==> src/rtl/fast_vram_sched.sv <==
// fast_vram_sched: fixed four-slot scheduler for the 2Kx16 fast VRAM on CLK_24M.
//   Slots (2 cycles each): S0 render read, S1 Y-parse read, S2 active-list read,
//   S3 active-list write or CPU access. Owns parse index, active write/read
//   counters and the double-buffer bank bit.
// Ports:
//   CLK_24M, RESETP (sync, active high), NEW_LINE (line start pulse)
//   RENDER_ADDR, ACTIVE_RD_EN, PARSE_MATCH          - timing/compare inputs
//   CPU_REQ/CPU_WE/CPU_ADDR/CPU_WDATA -> CPU_ACK/CPU_RDATA  - CPU port
//   VRAM_A/VRAM_DOUT/VRAM_WE/VRAM_DIN                - fast VRAM pins
//   RENDER_VLD/PARSE_VLD/ACTIVE_RD_VLD               - read data strobes
//   PARSE_IDX, ACTIVE_RD, BANK, PARSE_DONE, ACTIVE_FULL - state/status
// Optional feature: define FASTSCHED_CPU_FAIRNESS_EN to let a CPU request
//   that lost S3 to an active-list write win the following S3.
module fast_vram_sched (
  input  logic        CLK_24M,
  input  logic        RESETP,
  input  logic        NEW_LINE,
  input  logic [10:0] RENDER_ADDR,
  input  logic        ACTIVE_RD_EN,
  input  logic        PARSE_MATCH,
  input  logic        CPU_REQ,
  input  logic        CPU_WE,
  input  logic [10:0] CPU_ADDR,
  input  logic [15:0] CPU_WDATA,
  output logic        CPU_ACK,
  output logic [15:0] CPU_RDATA,
  output logic [10:0] VRAM_A,
  output logic [15:0] VRAM_DOUT,
  input  logic [15:0] VRAM_DIN,
  output logic        VRAM_WE,
  output logic        RENDER_VLD,
  output logic        PARSE_VLD,
  output logic        ACTIVE_RD_VLD,
  output logic [8:0]  PARSE_IDX,
  output logic [6:0]  ACTIVE_RD,
  output logic        BANK,
  output logic        PARSE_DONE,
  output logic        ACTIVE_FULL
);

  typedef enum logic [1:0] {
    GNT_IDLE = 2'd0,
    GNT_WR   = 2'd1,
    GNT_CPU  = 2'd2
  } gnt_e;

  localparam logic [8:0] LAST_IDX = 9'd382;
  localparam logic [6:0] FULL_CNT = 7'd96;

  logic [2:0]  ph_q, ph_d;
  logic        bank_q, bank_d;
  logic [8:0]  idx_q, idx_d;
  logic [6:0]  wcnt_q, wcnt_d;
  logic [6:0]  ard_q, ard_d;
  logic        pend_q, pend_d;
  logic [8:0]  widx_q, widx_d;
  logic        done_q, done_d;
  gnt_e        gnt_q, gnt_d;
  logic [15:0] rdata_q, rdata_d;
`ifdef FASTSCHED_CPU_FAIRNESS_EN
  logic        starve_q, starve_d;
`endif

  logic parse_ok;
  logic full;
  logic wr_win;
  logic ack;
  gnt_e gnt_sel;
  logic [1:0] slot;

  // S3 owner: decided combinationally during ph6, frozen in gnt_q for ph7.
  gnt_e s3_gnt;

  always_comb begin
    // pend and done only change at ph5/ph7, so this also tells ph5 whether
    // the S1 read of the current frame actually happened.
    parse_ok = !done_q && !pend_q;
    full     = (wcnt_q >= FULL_CNT);
`ifdef FASTSCHED_CPU_FAIRNESS_EN
    wr_win   = pend_q && !(starve_q && CPU_REQ);
`else
    wr_win   = pend_q;
`endif
    if (wr_win)       gnt_sel = GNT_WR;
    else if (CPU_REQ) gnt_sel = GNT_CPU;
    else              gnt_sel = GNT_IDLE;

    if (ph_q == 3'd6)      s3_gnt = gnt_sel;
    else if (ph_q == 3'd7) s3_gnt = gnt_q;
    else                   s3_gnt = GNT_IDLE;

    // A NEW_LINE landing on ph7 aborts the access before it completes.
    ack  = (ph_q == 3'd7) && (gnt_q == GNT_CPU) && !NEW_LINE;
    slot = ph_q[2:1];
  end

  // Bus outputs
  always_comb begin
    VRAM_A    = RENDER_ADDR;
    VRAM_DOUT = 16'h0000;
    VRAM_WE   = 1'b0;
    case (slot)
      2'd0: VRAM_A = RENDER_ADDR;
      2'd1: VRAM_A = {2'b01, idx_q};
      2'd2: VRAM_A = {3'b110, ~bank_q, ard_q};
      default: begin
        case (s3_gnt)
          GNT_WR: begin
            VRAM_A    = {3'b110, bank_q, wcnt_q};
            VRAM_DOUT = {7'b0, widx_q};
            VRAM_WE   = 1'b1;
          end
          GNT_CPU: begin
            VRAM_A    = CPU_ADDR;
            VRAM_DOUT = CPU_WE ? CPU_WDATA : 16'h0000;
            VRAM_WE   = CPU_WE;
          end
          default: VRAM_A = {2'b01, idx_q};
        endcase
      end
    endcase
  end

  assign RENDER_VLD    = (ph_q == 3'd1);
  assign PARSE_VLD     = (ph_q == 3'd3) && parse_ok;
  assign ACTIVE_RD_VLD = (ph_q == 3'd5);
  assign CPU_ACK       = ack;
  // Read data passes straight through during the ACK cycle, then is held.
  assign CPU_RDATA     = (ack && !CPU_WE) ? VRAM_DIN : rdata_q;
  assign PARSE_IDX     = idx_q;
  assign ACTIVE_RD     = ard_q;
  assign BANK          = bank_q;
  assign PARSE_DONE    = done_q;
  assign ACTIVE_FULL   = full;

  // Next state
  always_comb begin
    ph_d    = ph_q + 3'd1;
    bank_d  = bank_q;
    idx_d   = idx_q;
    wcnt_d  = wcnt_q;
    ard_d   = ard_q;
    pend_d  = pend_q;
    widx_d  = widx_q;
    done_d  = done_q;
    gnt_d   = gnt_q;
    rdata_d = rdata_q;
`ifdef FASTSCHED_CPU_FAIRNESS_EN
    starve_d = starve_q;
`endif

    case (ph_q)
      3'd5: begin
        if (ACTIVE_RD_EN) ard_d = ard_q + 7'd1;
        // Matches while full are dropped; the index advances at ph7.
        if (parse_ok && PARSE_MATCH && !full) begin
          pend_d = 1'b1;
          widx_d = idx_q;
        end
      end
      3'd6: begin
        gnt_d = gnt_sel;
`ifdef FASTSCHED_CPU_FAIRNESS_EN
        if (CPU_REQ && (gnt_sel == GNT_WR)) starve_d = 1'b1;
`endif
      end
      3'd7: begin
        gnt_d = GNT_IDLE;
        if (gnt_q == GNT_WR) begin
          wcnt_d = wcnt_q + 7'd1;
          pend_d = 1'b0;
          idx_d  = idx_q + 9'd1;
        end else if (parse_ok) begin
          idx_d  = idx_q + 9'd1;
        end
        if (gnt_q == GNT_CPU) begin
          if (!CPU_WE) rdata_d = VRAM_DIN;
`ifdef FASTSCHED_CPU_FAIRNESS_EN
          starve_d = 1'b0;
`endif
        end
      end
      default: ;
    endcase

    if (idx_d == LAST_IDX) done_d = 1'b1;

    // Line start overrides everything above, including a ph7 completion.
    if (NEW_LINE) begin
      ph_d    = 3'd0;
      bank_d  = ~bank_q;
      idx_d   = 9'd0;
      wcnt_d  = 7'd0;
      ard_d   = 7'd0;
      pend_d  = 1'b0;
      widx_d  = widx_q;
      done_d  = 1'b0;
      gnt_d   = GNT_IDLE;
      rdata_d = rdata_q;
`ifdef FASTSCHED_CPU_FAIRNESS_EN
      starve_d = 1'b0;
`endif
    end
  end

  always_ff @(posedge CLK_24M) begin
    if (RESETP) begin
      ph_q    <= 3'd0;
      bank_q  <= 1'b0;
      idx_q   <= 9'd0;
      wcnt_q  <= 7'd0;
      ard_q   <= 7'd0;
      pend_q  <= 1'b0;
      widx_q  <= 9'd0;
      done_q  <= 1'b0;
      gnt_q   <= GNT_IDLE;
      rdata_q <= 16'h0000;
`ifdef FASTSCHED_CPU_FAIRNESS_EN
      starve_q <= 1'b0;
`endif
    end else begin
      ph_q    <= ph_d;
      bank_q  <= bank_d;
      idx_q   <= idx_d;
      wcnt_q  <= wcnt_d;
      ard_q   <= ard_d;
      pend_q  <= pend_d;
      widx_q  <= widx_d;
      done_q  <= done_d;
      gnt_q   <= gnt_d;
      rdata_q <= rdata_d;
`ifdef FASTSCHED_CPU_FAIRNESS_EN
      starve_q <= starve_d;
`endif
    end
  end

endmodule
==> config.mk <==
export PLATFORM = sky130hd
export DESIGN_NAME = fast_vram_sched
export DESIGN_NICKNAME = d
export VERILOG_FILES = /design/src/rtl/fast_vram_sched.sv
export SDC_FILE = /design/constraint.sdc
export NUM_CORES = 1
export LEC_CHECK = 0
export ABC_AREA = 1
export CAP_MARGIN = 20
export CORE_AREA = 2 2 94 96
export DETAILED_ROUTE_END_ITERATION = 10
export DIE_AREA = 0 0 96 98
export PLACE_DENSITY = 0.78
export SETUP_SLACK_MARGIN = 0.05
export SYNTH_ARGS = -nofsm -noshare
export SYNTH_HDL_FRONTEND = slang
export SYNTH_SLANG_ARGS = --single-unit
==> constraint.sdc <==
create_clock -name CLK_24M -period 3.03 [get_ports CLK_24M]
set_input_delay 0.606 -clock CLK_24M [delete_from_list [all_inputs] [get_ports CLK_24M]]
set_output_delay 0.606 -clock CLK_24M [all_outputs]
set_load 0.05 [all_outputs]
==> summary.txt <==
Yosys
  • Post-synth top flop: dfxtp_1
  • Mean Syn Cell Area: 6.68 um^2
  • Synth async-reset ratio: 0%
  • EDFF count, synth: 0
  • Main area contributors after synthesis: dfxtp_1, inv_1, nand2_1, nor2_1, ha_1
  • Syn Std Cell Area: 3290 um^2
  • Top cells by count, synth: inv_1, nand2_1, nor2_1
  • YS warnings: 0
  • Post-synth top area cell: dfxtp_1
  • Seq/Total Area, Yosys: 34.0%
  • Most frequent cell after synthesis: inv_1
  • Share of the synthesized area in the top cell type: 34.0%
  • Yosys reg bits: 56
  • Yosys cell types: 40
  • Mapped Cells: 493
  • Mapped Nets: 568

STA
  • Fin crit share: 99.8%
  • Clk_skew: 0.00989 ns
  • TNS Setup: 0 ns
  • Relative slew slack: 57.8%
  • Fmax: 331 MHz
  • Tmin final: 3.02 ns
  • Worst-Margin Slew: 0.629 ns
  • Hold Vio Cnt, Final: 0
  • Final setup violation count: 0
  • Final Max Tran Viols: 0
  • RSZ-0062 raised after global routing: yes
  • Min setup slack post-route: 0.00524 ns

Critical path
  • Worst path cell trace: ha_4 > ha_4 > nand2_4 > inv_2 > o21ai_2 > inv_2 > ha_4 > inv_4 > nand2_4 > clkinv_4 > a221oi_2 > o22ai_2 > buf_4
  • Slowest Stage Delay on Critical Path: 0.38 ns
  • Critical Path AT: 2.42 ns
  • Crit-path slowest cell: dfxtp_4
  • Max FO, Critical Path: 5
  • Nature of the critical path startpoint: flop
  • Crit-path most repeated cell: ha_4
  • FF-to-FF Start: ph_q[1]
  • Req. time, crit path: 2.42 ns
  • Worst setup EP type: primary output
  • Setup Crit Path Kind: reg2out
  • Start point of the critical path: ph_q[0]

Power
  • VDD IR max: 0.000235 V
  • Leakage: 2.42 nW
  • Power density over cell area: 249 nW/um^2

Die
  • Die Wd: 96 um
  • Num rows: 34
  • I/O pin cnt: 128
  • Initial Util: 38.9%
  • Core footprint: 8470 um^2
  • Die area: 9410 um^2
  • Die height: 98 um

Place
  • DPL Wire Length: 8.80 mm
  • PortBufs: 127
  • Worst slack, placed: -0.307 ns
  • Placer Congestion: 0.940

Global routing
  • First-pass GRT wire length: 17.8 mm
  • Largest net degree at the start of global routing: 33
  • Total Routing Usage GR: 24.1%
  • Vias in the first global route: 3583
  • Met1 Usage GRT: 31.4%
  • Met3 usage in global routing: 3.63%
  • GRT overflow: 0
  • Initial antenna violation count: 0
  • Peak-usage layer in the global routing report: met2
  • GRT met2 Usage: 39.9%

Route
  • Wire per inst: 15.5 um
  • DRC: 0
  • Vias: 3862
  • DR vias/cell: 5.15
  • Pre-antenna DRT Iters: 7
  • Number of DRC markers in iteration 0: 314
  • Number of nets with antenna violations after routing: 0
  • Final wirelength: 11.7 mm

Finish
  • Post-layout util: 67.3%
  • Share of cells above drive strength 1: 25.7%
  • P&R area growth vs syn: 72.9%
  • Fill count: 671
  • Area occupied by multi-input gates: 2020 um^2
  • Diode count: 0
  • Nets: 716
  • Register area: 1130 um^2

Job
  • Max-Cap Viols: 0

Clock tree
  • CTS tree: yes
  • H-tree levels: 2
  • Clk_lat worst skew: 0.31 ns
  • TritonCTS buffer count: 5
  • Root Driver: clkbuf_8
  • Clk slew on worst S/H paths: 0.11 ns
  • Clk buf depth: 2
  • Clk sinks: 56
  • Hold-fix buffers, CTS: 0

Outcome
  • Outcome: complete, no violations

Hold path
  • Hold_sp: wcnt_q[6]
  • Hold Path Class: reg2reg
[cell type report]
cell class / count / area share, %
timing repair inverter: 1 / 0.110
sequential: 56 / 19.8
inverter: 103 / 6.96
tap: 108 / 2.37
multi-input combinational: 316 / 35.4
clock buffer: 5 / 1.21
clock inverter: 3 / 0.483
timing repair buffer: 158 / 33.7
[sequential cells by signal (all words and copies together), names as in the netlist]
signal and count:
pend_q 1, gnt_q 2, rdata_q 16, ph_q 3, PARSE_IDX 9, wcnt_q 7, PARSE_DONE 1, BANK 1
widx_q 9, ACTIVE_RD 7
[path summary, 6_finish.rpt]
check / to / slack (ns) / cells after the start
setup reg to reg: PARSE_DONE / 0.75 / 13
hold / removal: wcnt_q[6] / 0.48 / 2
hold reg to reg: wcnt_q[6] / 0.48 / 2
setup / recovery: VRAM_A[5] / 0.005 / 13
[per-stage QoR]
| stage | total power, mW | area, um^2 | instances | hold slack [ns] |
|---|---|---|---|---|
| final | 1.42 | 5700 | 750 | 0.485 |
| after floorplan | 0.854 | 3460 | 493 | 0.435 |
| after detailed placement | 0.988 | 5330 | 731 | 0.467 |
| after global routing | 1.47 | 5700 | 750 | 0.500 |
| after CTS | 1.42 | 5620 | 749 | 0.483 |
| after global placement | 0.987 | 5330 | 731 | 0.455 |
[metal layers]
layer	vias up	wire length [um]
li1	1880	-
met3	29	776
met1	1796	4850
met5	-	0
met4	0	376
met2	157	5650
[kinds of logic after synthesis]
kind of cell / synth area share [%]
and+or+nand+nor: 27.8
AOI/OAI and AO/OA: 17.7
DFF: 34.0
xor gates and xnor gates: 0.798
adders and majority gates: 5.32
buffers and inverters: 14.4
[worst max-delay path: cells and delay by family, from the launching register on]
kind / cells / cell delay [ns]
AO/OA/AOI/OAI: 3 / 0.51
adder cells (fa/ha/maj): 3 / 0.64
buffers and inverters: 5 / 0.42
flip-flops: 1 / 0.38
AND/OR/NAND/NOR: 2 / 0.14
[where the power goes]
part | internal, mW | leakage [nW] | switching (mW)
logic | 0.123 | 1.92 | 0.114
registers | 0.738 | 0.453 | 0.00519
clock network | 0.171 | 0.0463 | 0.267
total | 1.03 | 2.42 | 0.386
[cell usage in the layout (no fill, tap or decap), types with 10 or more instances in the layout]
cell and n:
nand2_1 79, buf_4 31, clkdlybuf4s50_1 81, a21oi_2 11
nand3_1 25, buf_12 41, nor2_1 51, dfxtp_1 53
o21ai_1 13, a21oi_1 16, o21ai_0 20, inv_1 90
ha_1 10
[what timing repair did]
item,in CTS,in global routing
setup endpoints to repair,37,44
cloned,1,0
buffers inserted,9,1
gates resized for setup,31,28
pin swaps,10,9
Note: power is estimated with default switching activity, not from simulation.
